--- config.mk ---
export PLATFORM = sky130hd
export DESIGN_NAME = mem_port_sequencer
export DESIGN_NICKNAME = d
export VERILOG_FILES = /design/src/rtl/mem_port_sequencer.sv
export SDC_FILE = /design/constraint.sdc
export NUM_CORES = 1
export LEC_CHECK = 0
export ABC_AREA = 0
export CAP_MARGIN = 20
export CORE_MARGIN = 1
export CORE_UTILIZATION = 37
export DETAILED_ROUTE_END_ITERATION = 10
export PLACE_DENSITY_LB_ADDON = 0.3
export REMOVE_ABC_BUFFERS = 1
export SETUP_SLACK_MARGIN = 0.1
export SYNTH_ARGS = -nofsm -noshare
export SYNTH_HDL_FRONTEND = slang
export SYNTH_SLANG_ARGS = --single-unit
--- constraint.sdc ---
create_clock -name clk -period 1.85 [get_ports clk]
set_input_delay 0.37 -clock clk [delete_from_list [all_inputs] [get_ports clk]]
set_output_delay 0.37 -clock clk [all_outputs]
set_load 0.01 [all_outputs]
--- src/rtl/mem_port_sequencer.sv ---
`default_nettype none
// ============================================================================
// Module   : mem_port_sequencer
// Purpose  : Hands one single-port memory (S-array RAM) to NUM_CH algorithm
//            loops in turn. Channel 0 owns the port first; every time the
//            owner raises its done level the port goes dark for one gap
//            cycle and passes to the next channel. After the last channel
//            the block parks in DONE until the next start pulse.
// Ports    : clk, reset              - clock, synchronous active-high reset
//            start                   - pulse, begins a sequence from IDLE/DONE
//            ch_wren/ch_data/ch_addr - per-channel memory requests (packed)
//            ch_done                 - per-channel done level
//            ch_grant                - one-hot port ownership
//            mem_data/addr/wren      - registered memory port
//            active_ch               - current phase index
//            busy, all_done          - RUN/GAP and DONE indicators
//            timeout_err             - phase watchdog flag
// Options  : SEQ_TIMEOUT_EN - when defined, a per-phase watchdog of
//            TIMEOUT_CYCLES RUN cycles aborts the sequence into DONE.
// Revision : 1.0 - initial release
// ============================================================================
module mem_port_sequencer #(
    parameter int NUM_CH         = 3,
    parameter int DATA_W         = 8,
    parameter int ADDR_W         = 8,
    parameter int TIMEOUT_CYCLES = 65535
) (
    input  logic                                       clk,
    input  logic                                       reset,
    input  logic                                       start,
    input  logic [NUM_CH-1:0]                          ch_wren,
    input  logic [NUM_CH*DATA_W-1:0]                   ch_data,
    input  logic [NUM_CH*ADDR_W-1:0]                   ch_addr,
    input  logic [NUM_CH-1:0]                          ch_done,
    output logic [NUM_CH-1:0]                          ch_grant,
    output logic [DATA_W-1:0]                          mem_data,
    output logic [ADDR_W-1:0]                          mem_addr,
    output logic                                       mem_wren,
    output logic [((NUM_CH > 1) ? $clog2(NUM_CH) : 1)-1:0] active_ch,
    output logic                                       busy,
    output logic                                       all_done,
    output logic                                       timeout_err
);

    localparam int                c_KW     = (NUM_CH > 1) ? $clog2(NUM_CH) : 1;
    localparam logic [c_KW-1:0]   c_LAST   = c_KW'(NUM_CH - 1);
    localparam logic [NUM_CH-1:0] c_GRANT0 = NUM_CH'(1);

    localparam logic [1:0] S_IDLE = 2'd0;
    localparam logic [1:0] S_RUN  = 2'd1;
    localparam logic [1:0] S_GAP  = 2'd2;
    localparam logic [1:0] S_DONE = 2'd3;

    // Elaboration-time guard on the configuration.
    if (NUM_CH < 1 || TIMEOUT_CYCLES < 1) begin : g_bad_param
        $error("mem_port_sequencer: NUM_CH and TIMEOUT_CYCLES must be >= 1");
    end

    logic [1:0]        r_state, w_state_nxt;
    logic [c_KW-1:0]   r_k, w_k_nxt, w_k_inc;
    logic [NUM_CH-1:0] r_grant, w_grant_nxt;
    logic [DATA_W-1:0] r_mem_data, w_data_nxt;
    logic [ADDR_W-1:0] r_mem_addr, w_addr_nxt;
    logic              r_mem_wren, w_wren_nxt;

`ifdef SEQ_TIMEOUT_EN
    localparam int              c_TW      = $clog2(TIMEOUT_CYCLES + 1);
    localparam logic [c_TW-1:0] c_TO_LAST = c_TW'(TIMEOUT_CYCLES - 1);
    logic [c_TW-1:0] r_cnt, w_cnt_nxt;
    logic            r_tout, w_tout_nxt;
`endif

    assign w_k_inc = r_k + 1'b1;

    always_comb begin
        w_state_nxt = r_state;
        w_k_nxt     = r_k;
        w_grant_nxt = '0;
        w_data_nxt  = r_mem_data;
        w_addr_nxt  = r_mem_addr;
        w_wren_nxt  = 1'b0;
`ifdef SEQ_TIMEOUT_EN
        // Counter only advances in RUN; any other state leaves it cleared,
        // so every entry into RUN starts the phase from zero.
        w_cnt_nxt   = '0;
        w_tout_nxt  = r_tout;
`endif
        case (r_state)
            S_IDLE, S_DONE: begin
                if (start) begin
                    w_state_nxt = S_RUN;
                    w_k_nxt     = '0;
                    w_grant_nxt = c_GRANT0;
`ifdef SEQ_TIMEOUT_EN
                    w_tout_nxt  = 1'b0;
`endif
                end
            end
            S_RUN: begin
                w_grant_nxt = r_grant;
                if (ch_done[r_k]) begin
                    // Done cycle: this cycle's request is dropped and the
                    // port address/data freeze on their last values.
                    w_grant_nxt = '0;
                    w_state_nxt = S_GAP;
`ifdef SEQ_TIMEOUT_EN
                end else if (r_cnt == c_TO_LAST) begin
                    w_grant_nxt = '0;
                    w_state_nxt = S_DONE;
                    w_tout_nxt  = 1'b1;
`endif
                end else begin
                    w_data_nxt = ch_data[r_k*DATA_W +: DATA_W];
                    w_addr_nxt = ch_addr[r_k*ADDR_W +: ADDR_W];
                    w_wren_nxt = ch_wren[r_k];
`ifdef SEQ_TIMEOUT_EN
                    w_cnt_nxt  = r_cnt + 1'b1;
`endif
                end
            end
            S_GAP: begin
                if (r_k == c_LAST) begin
                    w_state_nxt = S_DONE;
                end else begin
                    w_state_nxt = S_RUN;
                    w_k_nxt     = w_k_inc;
                    w_grant_nxt = c_GRANT0 << w_k_inc;
                end
            end
            default: w_state_nxt = S_IDLE;
        endcase
    end

    always_ff @(posedge clk) begin
        if (reset) begin
            r_state    <= S_IDLE;
            r_k        <= '0;
            r_grant    <= '0;
            r_mem_data <= '0;
            r_mem_addr <= '0;
            r_mem_wren <= 1'b0;
        end else begin
            r_state    <= w_state_nxt;
            r_k        <= w_k_nxt;
            r_grant    <= w_grant_nxt;
            r_mem_data <= w_data_nxt;
            r_mem_addr <= w_addr_nxt;
            r_mem_wren <= w_wren_nxt;
        end
    end

`ifdef SEQ_TIMEOUT_EN
    always_ff @(posedge clk) begin
        if (reset) begin
            r_cnt  <= '0;
            r_tout <= 1'b0;
        end else begin
            r_cnt  <= w_cnt_nxt;
            r_tout <= w_tout_nxt;
        end
    end
    assign timeout_err = r_tout;
`else
    assign timeout_err = 1'b0;
`endif

    assign ch_grant  = r_grant;
    assign mem_data  = r_mem_data;
    assign mem_addr  = r_mem_addr;
    assign mem_wren  = r_mem_wren;
    assign active_ch = r_k;
    assign busy      = (r_state == S_RUN) || (r_state == S_GAP);
    assign all_done  = (r_state == S_DONE);

endmodule
`default_nettype wire

=== After elaboration in Yosys (flattened, before gate mapping) ===
Cells that the tools add are included.

* Add/sub/neg operators: 1
* Magnitude comparators: 1
* Equal/unequal tests: 7
* Shift-type cells: 3
* Mux-type cells: 15
* Bitwise gates (word level): 2
* Reductions and logical operators: 8

{| class="wikitable"
|+ Operator list
! kind !! count
|-
| variable part select 24 x 6 -> 8 bit || 2
|-
| 2-to-1 mux 2 bit || 5
|-
| one-hot mux 3 bit (3 select lines) || 1
|-
| == test 2 bit (second input constant) || 3
|-
| 2-to-1 mux 3 bit || 2
|-
| != test 2 bit (second input constant) || 3
|-
| one-hot mux 2 bit (3 select lines) || 1
|-
| binary-select mux 1 bit (select 2 bit) || 2
|-
| one-hot mux 2 bit (2 select lines) || 1
|-
| AND reduction 2 bit || 2
|-
| less-than comparator 2 x 3 -> 1 bit (second input constant) || 1
|-
| 2-to-1 mux 1 bit || 3
|-
| AND reduction 3 bit || 1
|-
| OR reduction 3 bit || 1
|-
| left shift 1 x 2 -> 3 bit (first input constant) || 1
|-
| adder 2 x 1 -> 2 bit (second input constant) || 1
|-
| == test 2 x 1 -> 1 bit (second input constant) || 1
|-
| zero test 2 bit || 1
|-
| inverter 1 bit || 2
|-
| nonzero test 2 bit || 1
|-
| OR reduction 2 bit || 1
|-
| logical OR 1 bit || 1
|}

* Flip-flop bits (word level): 24
* Input bits: 57
* Output and inout port bits: 25
* Word-level logic and storage cells: 43

=== Longest topological paths before layout ===
* Depth after elaboration: 4
* Depth in mapped cells: 8
* Gate-level depth less buffers: 6

=== Worst setup path before layout ===
Ideal clock, no wire load.

* Path kind: register to register
* Start: register r_k[1] (netlist: active_ch[1])
* End: register r_k[1] (netlist: active_ch[1])
* Setup time: 0.124 ns
* Data arrival time: 1.537 ns
* Data required time: 1.726 ns
* Setup slack: 0.189 ns
* Cell stages (with the launch flop): 9
* Path buffers: 2
* Period minus slack after synthesis: 1.661 ns
* Path through: dfxtp_1 > inv_1 > buf_2 > buf_2 > ha_1 > nand3b_1 > o31a_1 > o22ai_1 > nor2b_1

* Longest elaborated chain between the ends: 3
* Elaborated cells on any way between the ends: 6
* Classes of those cells: add/sub (1); eq/ne (2); mux (2); reduce/logical (1)

{| class="wikitable"
|+ RTL lines
! element !! RTL line !! RTL
|-
| start: declaration || 60 || <nowiki>logic [c_KW-1:0] r_k, w_k_nxt, w_k_inc;</nowiki>
|-
| start signal: assignment || 144 || <nowiki>r_k <= w_k_nxt;</nowiki>
|-
| adder 2 x 1 -> 2 bit or == test 2 bit (tied branches) || 73, 122 ||
|-
| 2-to-1 mux 2 bit or != test 2 bit (tied branches) || n/a ||
|-
| one-hot mux 2 bit (2 select lines) or AND reduction 3 bit (tied branches) || n/a ||
|}

Several ways; a longest one is shown, not always the timed one. The select of a mux whose other input is x is not followed.
A chain may end at the register's enable or synchronous reset.

=== Final worst setup path ===
* Start: register r_state[0]
* End: output port all_done

* Longest elaborated chain between the ends: 1

{| class="wikitable"
|+ RTL lines
! element !! RTL line !! RTL
|-
| start: declaration || 59 || <nowiki>logic [1:0] r_state, w_state_nxt;</nowiki>
|-
| start signal: assignment || 143 || <nowiki>r_state <= w_state_nxt;</nowiki>
|-
| == test 2 bit || 173 || <nowiki>assign all_done = (r_state == S_DONE);</nowiki>
|-
| end: declaration || 41 || <nowiki>output logic all_done,</nowiki>
|}

No other way between the ends.

==> reports/results.ini <==
[cells_and_area]
final-instance-count-excl-fill=284
design.final.nets=304
syn_to_final_growth_pct=70.4
mostFrequentLayoutCell=sky130_fd_sc_hd__clkdlybuf4s50_1
postLayoutCoreUtil_pct=67.9
fillCellCount=298
commonest_cells_after_routing_fill_and_taps_aside=sky130_fd_sc_hd__clkdlybuf4s50_1, sky130_fd_sc_hd__nor2_1, sky130_fd_sc_hd__dfxtp_1
final_layout_size_suffix_gt1_share_pct=17.2
antennaDiodeCount=0

[clock_network]
hold_buffers=0
tritoncts_num_sinks=24
max-clock-path-buffers=2
cts-root-buf=sky130_fd_sc_hd__clkbuf_8
tritoncts.num_buffers=3
cts_max_level=1
cts_tree=done
cts.reportedPaths.clkPinSlew_ns=0.09
clkLatencyLatePin_ns=0.27
cts.repair_timing.setup_buffer_count=0

[drt]
drt-total-wl_mm=3.84
detailedRoute.firstIterationViolations=65
num_vias=1494
vias_per_cell=5.26
firstDrtPassIters=4
route.detailed.drc=0
detail_route.wl_per_cell_um=13.5
route.antenna.remaining_nets=0

[placed_design]
dpl.hpwl_mm=2.96
input_output_buffers=80
dp_cells=280
globalplace.congestion=0.734

[floorplan]
placementRows=21
die_h_um=63.1
placeableCoreArea_um2=3470
top_level_ports=82
width_of_the_die_um=63.1
die_area_um2=3980
starting_density_pct=39.8

[global_routing]
antenna_found_initial=0
first_global_vias=1460
grt_pass1_wl_mm=6.24
grt_max_degree=18
grt_overflow_total=0
aggregate_global_route_resource_usage_pct=19.4

[pwr]
pwr_density_cell_nw_per_um2=645
vdd_drop_max_mv=0.650
static-leakage-power_nw=0.887

[yosys]
postSynthCellCount=155
yosys-mux-area-fraction_pct=14.5
synthesis.area_um2=1380
synth.avg_cell_area_um2=8.91
synth.lib_cells_used.distinct=31
synth_simple_gate_area_share_pct=17.8
synth_top_family_by_area=compound AO/OA/AOI/OAI gates
synth.largest_area_cell=sky130_fd_sc_hd__dfxtp_1
ys_top_cells_by_area=sky130_fd_sc_hd__dfxtp_1, sky130_fd_sc_hd__mux2_2, sky130_fd_sc_hd__a221oi_1, sky130_fd_sc_hd__ha_1, sky130_fd_sc_hd__nor3_1
post_synth_fa_ha_maj_area_fraction_pct=7.25
yosys_register_bits=24
synth_sequential_area_ratio_pct=34.8
synth_compound_gate_area_share_pct=18.2
synthesis.yosys.warnings=0
post_synthesis_xor_xnor_area_fraction_pct=0
synth.top_cell.area_share_pct=34.8

[critical_path]
worst-endpoint-arrival_ns=1.31
critPathKind=flip-flop to primary output
cp-end-kind=primary output
cp_cell_sequence=ha_1 > clkdlybuf4s50_1
startpoint_class_of_the_critical_path=flip-flop
cp_slowest_cell=sky130_fd_sc_hd__clkdlybuf4s50_1
worstPathRequired_ns=1.48
cp_max_fo=4
critical_path.max_stage_delay_ns=0.53

[timing]
timing.clock.skew_ns=0.00812
rsz0062_at_grt=no
final_min_period_over_clock_period_pct=90.8
maxSlewViolCount=0
hold_violations=0
setup_viol_count_final=0
max_freq_mhz=595
finalWorstPathRequiredPeriod_ns=1.68

[worst_hold_path]
hold_path_class=flip-flop to flip-flop

[flow_run]
max_cap_viol_count=0

[run_status]
status=finished clean

-- worst max-delay path, delay by kind of cell (launching register included) --
family / cells / cell delay, ns
buf+inv: 1 / 0.53
fa+ha+maj: 1 / 0.15
flops: 1 / 0.36
-- metal layers --
metal / track usage (%) / up-vias / part of all wire, %
met3: 5.25 / 8 / 7.0
met2: 34.3 / 70 / 49
met4: 6.98 / 0 / 2.5
met1: 22.2 / 683 / 41
li1: - / 733 / -
met5: 0 / - / 0
-- kinds of logic (layout without fill, tap and decap cells) --
family | Yosys count | count (layout)
AO/OA/AOI/OAI | 33 | 33
other | 1 | 1
buffers and inverters | 19 | 102
AND/OR/NAND/NOR | 52 | 52
multiplexers | 18 | 18
flip-flops | 24 | 24
adder cells (fa/ha/maj) | 8 | 8
-- state kept, by name, indices dropped and copies added (netlist names) --
register and flops:
active_ch 2, ch_grant 3, mem_addr 8, mem_data 8, mem_wren 1, r_state 2
-- cell usage after synthesis (all sizes together) --
library cell   n
nand2          2
o211a          1
mux2i          2
and2           1
dfxtp         24
conb           1
nor3          19
ha             8
or2            1
a221oi        16
buf           12
mux2          16
o21ai          4
nor2b          3
o211ai         1
nor2          21
a21oi          7
o31a           1
inv            5
nand3b         2
and3           1
o22ai          1
nand3          2
a211oi         1
o41ai          1
clkbuf         2
-- area by class of cell --
| cell class | instances | area [µm²] | area share [%] |
|---|---|---|---|
| inverters | 5 | 18.8 | 0.797 |
| repair buffers | 93 | 911 | 38.7 |
| clock inverters | 1 | 30.0 | 1.28 |
| well taps | 46 | 57.6 | 2.45 |
| flip-flops and latches | 24 | 485 | 20.6 |
| clock buffers | 3 | 41.3 | 1.75 |
| multi-input cells | 112 | 810 | 34.4 |
-- path summary, 6_finish.rpt --
check                                 from                   endpoint  slack (ns)  cells after the start
setup / recovery   r_state[0]$_SDFFE_PP0P_                   all_done        0.17                      2
hold / removal    ch_grant[2]$_SDFFE_PP0P_   ch_grant[2]$_SDFFE_PP0P_        0.46                      2
setup reg to reg   r_state[0]$_SDFFE_PP0P_  active_ch[0]$_SDFFE_PP0P_        0.29                      7
hold reg to reg   ch_grant[2]$_SDFFE_PP0P_   ch_grant[2]$_SDFFE_PP0P_        0.46                      2
-- through the flow --
step	total power, mW	hold slack, ns	worst slack [ns]	cell area, µm²	setup TNS [ns]
3_3_place_gp	1.06	0.447	0.130	2270	0
6_report	1.52	0.461	0.170	2350	0
2_1_floorplan	0.782	0.439	-0.394	1300	-7.91
4_1_cts	1.52	0.468	0.113	2350	0
3_5_place_dp	1.07	0.454	0.0753	2270	0
5_1_grt	1.60	0.491	0.119	2350	0
-- timing repair --
item,4_1_cts,5_1_grt
endpoints found under the hold margin,0,0
resized for setup,5,3
endpoints found under the setup margin,8,3
-- power breakdown --
| part | switching, mW | total, mW | internal, mW |
|---|---|---|---|
| Sequential | 0.0282 | 0.592 | 0.564 |
| Clock | 0.172 | 0.461 | 0.289 |
| Combinational | 0.180 | 0.465 | 0.285 |
No activity file was read; power rests on OpenSTA's default activity.
==> edit: new RTL, same flow settings <==
`NUM_CH`: 3 -> 2.
--- a/src/rtl/mem_port_sequencer.sv
+++ b/src/rtl/mem_port_sequencer.sv
@@ -20,7 +20,7 @@
 // Revision : 1.0 - initial release
 // ============================================================================
 module mem_port_sequencer #(
-    parameter int NUM_CH         = 3,
+    parameter int NUM_CH         = 2,
     parameter int DATA_W         = 8,
     parameter int ADDR_W         = 8,
     parameter int TIMEOUT_CYCLES = 65535
Interface: changed (6 resized); port bits go from 82 to 62. The function was not compared with the original's and may differ.
==> edit against the original RTL <==
First-iteration DRC count down 63%. Area after synthesis fell by 19%. Sequential cell count shrank 2. Wire length down 24%. Sequential power rose by 2%. Power grew 8.4%. The run now ends with design-rule violations left. Final area down 22%. Worst setup slack better by 0.057 ns. Final cell count down 28%.
==> edit: results (changes against the original RTL) <==
- Mux cell area share after synthesis: 0.1618 (+0.01687)
- Seq/Total Area, Yosys: 0.3955 (+0.04768)
- Internal power: 1.147 mW (+0.79%)
- First-pass DRT Iterations: 7 (+3)
- Compound-Gate Fraction of Synth Area: 0.2640 (+0.08198)
- Critical-path top delay cell: dfxtp_2
- Met1 usage in global routing: 0.2252 (+0.003358)
- Vias/cell: 5.176 (-1.6%)
- Clock Power Share: 0.225 (-0.079)
- Failing checks: design-rule violations
- WL met3: 208 microns (-23%)
- Met2 GRT Util: 0.3282 (-0.01451)
- Fin nets: 217 (-29%)
- Wirelength per Cell: 14.22 microns (+5.2%)
- Post-DP HPWL: 2.260 mm (-24%)
- Crit path DAT: 1.25 ns (-0.06 ns)
- WL met2: 1.468 mm (-22%)
- Fillcell total: 246 (-17%)
- DRC viols: 6 (+6)
- Clock transition at path regs: 0.13 ns (+0.04 ns)
- Share of post-route cells with drive strength above 1: 0.1667 (-0.005602)
- Synth unique cells: 26 (-16%)
- Port bufs: 60 (-25%)
- Status: complete, but fails checks
- Largest stage delay, worst path: 0.37 ns (-0.16 ns)
- Final non-filler cell total: 205 (-28%)
- Skew final: 0.01132 ns (+0.003206 ns)
- Synthesized instance count: 112 (-28%)
- Worst-Skew Late Latency: 0.31 ns (+0.04 ns)
- Pin count of the biggest net entering global routing: 16 (-2)
- LEAKAGE: 0.6512 nW (-27%)
- Gp weighted congestion: 0.7411 (+0.95%)
- CTS root buffer: clkbuf_4
- Met3 global-route usage: 0.04608 (-0.006453)
==> edit: cell types whose count changed after synthesis, sizes merged, moves of 15 or more <==
| cell | before | now |
|---|---|---|
| nor2 | 21 | 1 |
| nor3 | 19 | 1 |
| a221oi | 16 | 0 |
| mux2 | 16 | 0 |
| mux2i | 2 | 18 |
| a211oi | 1 | 16 |
==> edit: what timing repair did <==
action,4_1_cts,5_1_grt
pin swaps,0,0
setup buffers,0,0
gates resized for setup,4,5
setup endpoints to repair,2,3
hold buffers,0,0
==> edit: cells by family after synthesis <==
| family | after synthesis |
|---|---|
| compound gates | 40 |
| flops | 22 |
| buf+inv | 15 |
| other cells | 1 |
| fa+ha+maj | 3 |
| simple gates | 13 |
| mux | 18 |
==> edit: path summary, 6_finish.rpt <==
kind,startpoint,endpoint,slack [ns],cells past startpoint
max reg2reg,r_state[1],mem_data[1],0.52,5
max,r_state[0],busy,0.23,4
min reg2reg,ch_grant[0],ch_grant[0],0.49,2
min,ch_grant[0],ch_grant[0],0.49,2
==> edit: worst max-delay path, delay by kind of cell (launching register included) <==
kind | cells | cell delay (ns)
flip-flops | 1 | 0.37
adder cells (fa/ha/maj) | 1 | 0.27
buffers and inverters | 3 | 0.31
==> edit: per-stage QoR <==
| step | power (mW) | utilization |
|---|---|---|
| 2_1_floorplan | 0.9112 | - |
| 3_3_place_gp | 1.252 | 0.6320 |
| 5_1_grt | 1.739 | 0.6583 |
| 4_1_cts | 1.648 | 0.6557 |
| 6_report | 1.644 | 0.6583 |
| 3_5_place_dp | 1.268 | 0.6320 |
==> edit: final cells by class <==
type                    count  area share
well taps                  31     0.02100
clock buffers               3     0.01220
clock inverters             1     0.01626
flip-flops and latches     22      0.2419
repair buffers             70      0.3740
multi-input cells          75      0.3286
inverters                   3    0.006098
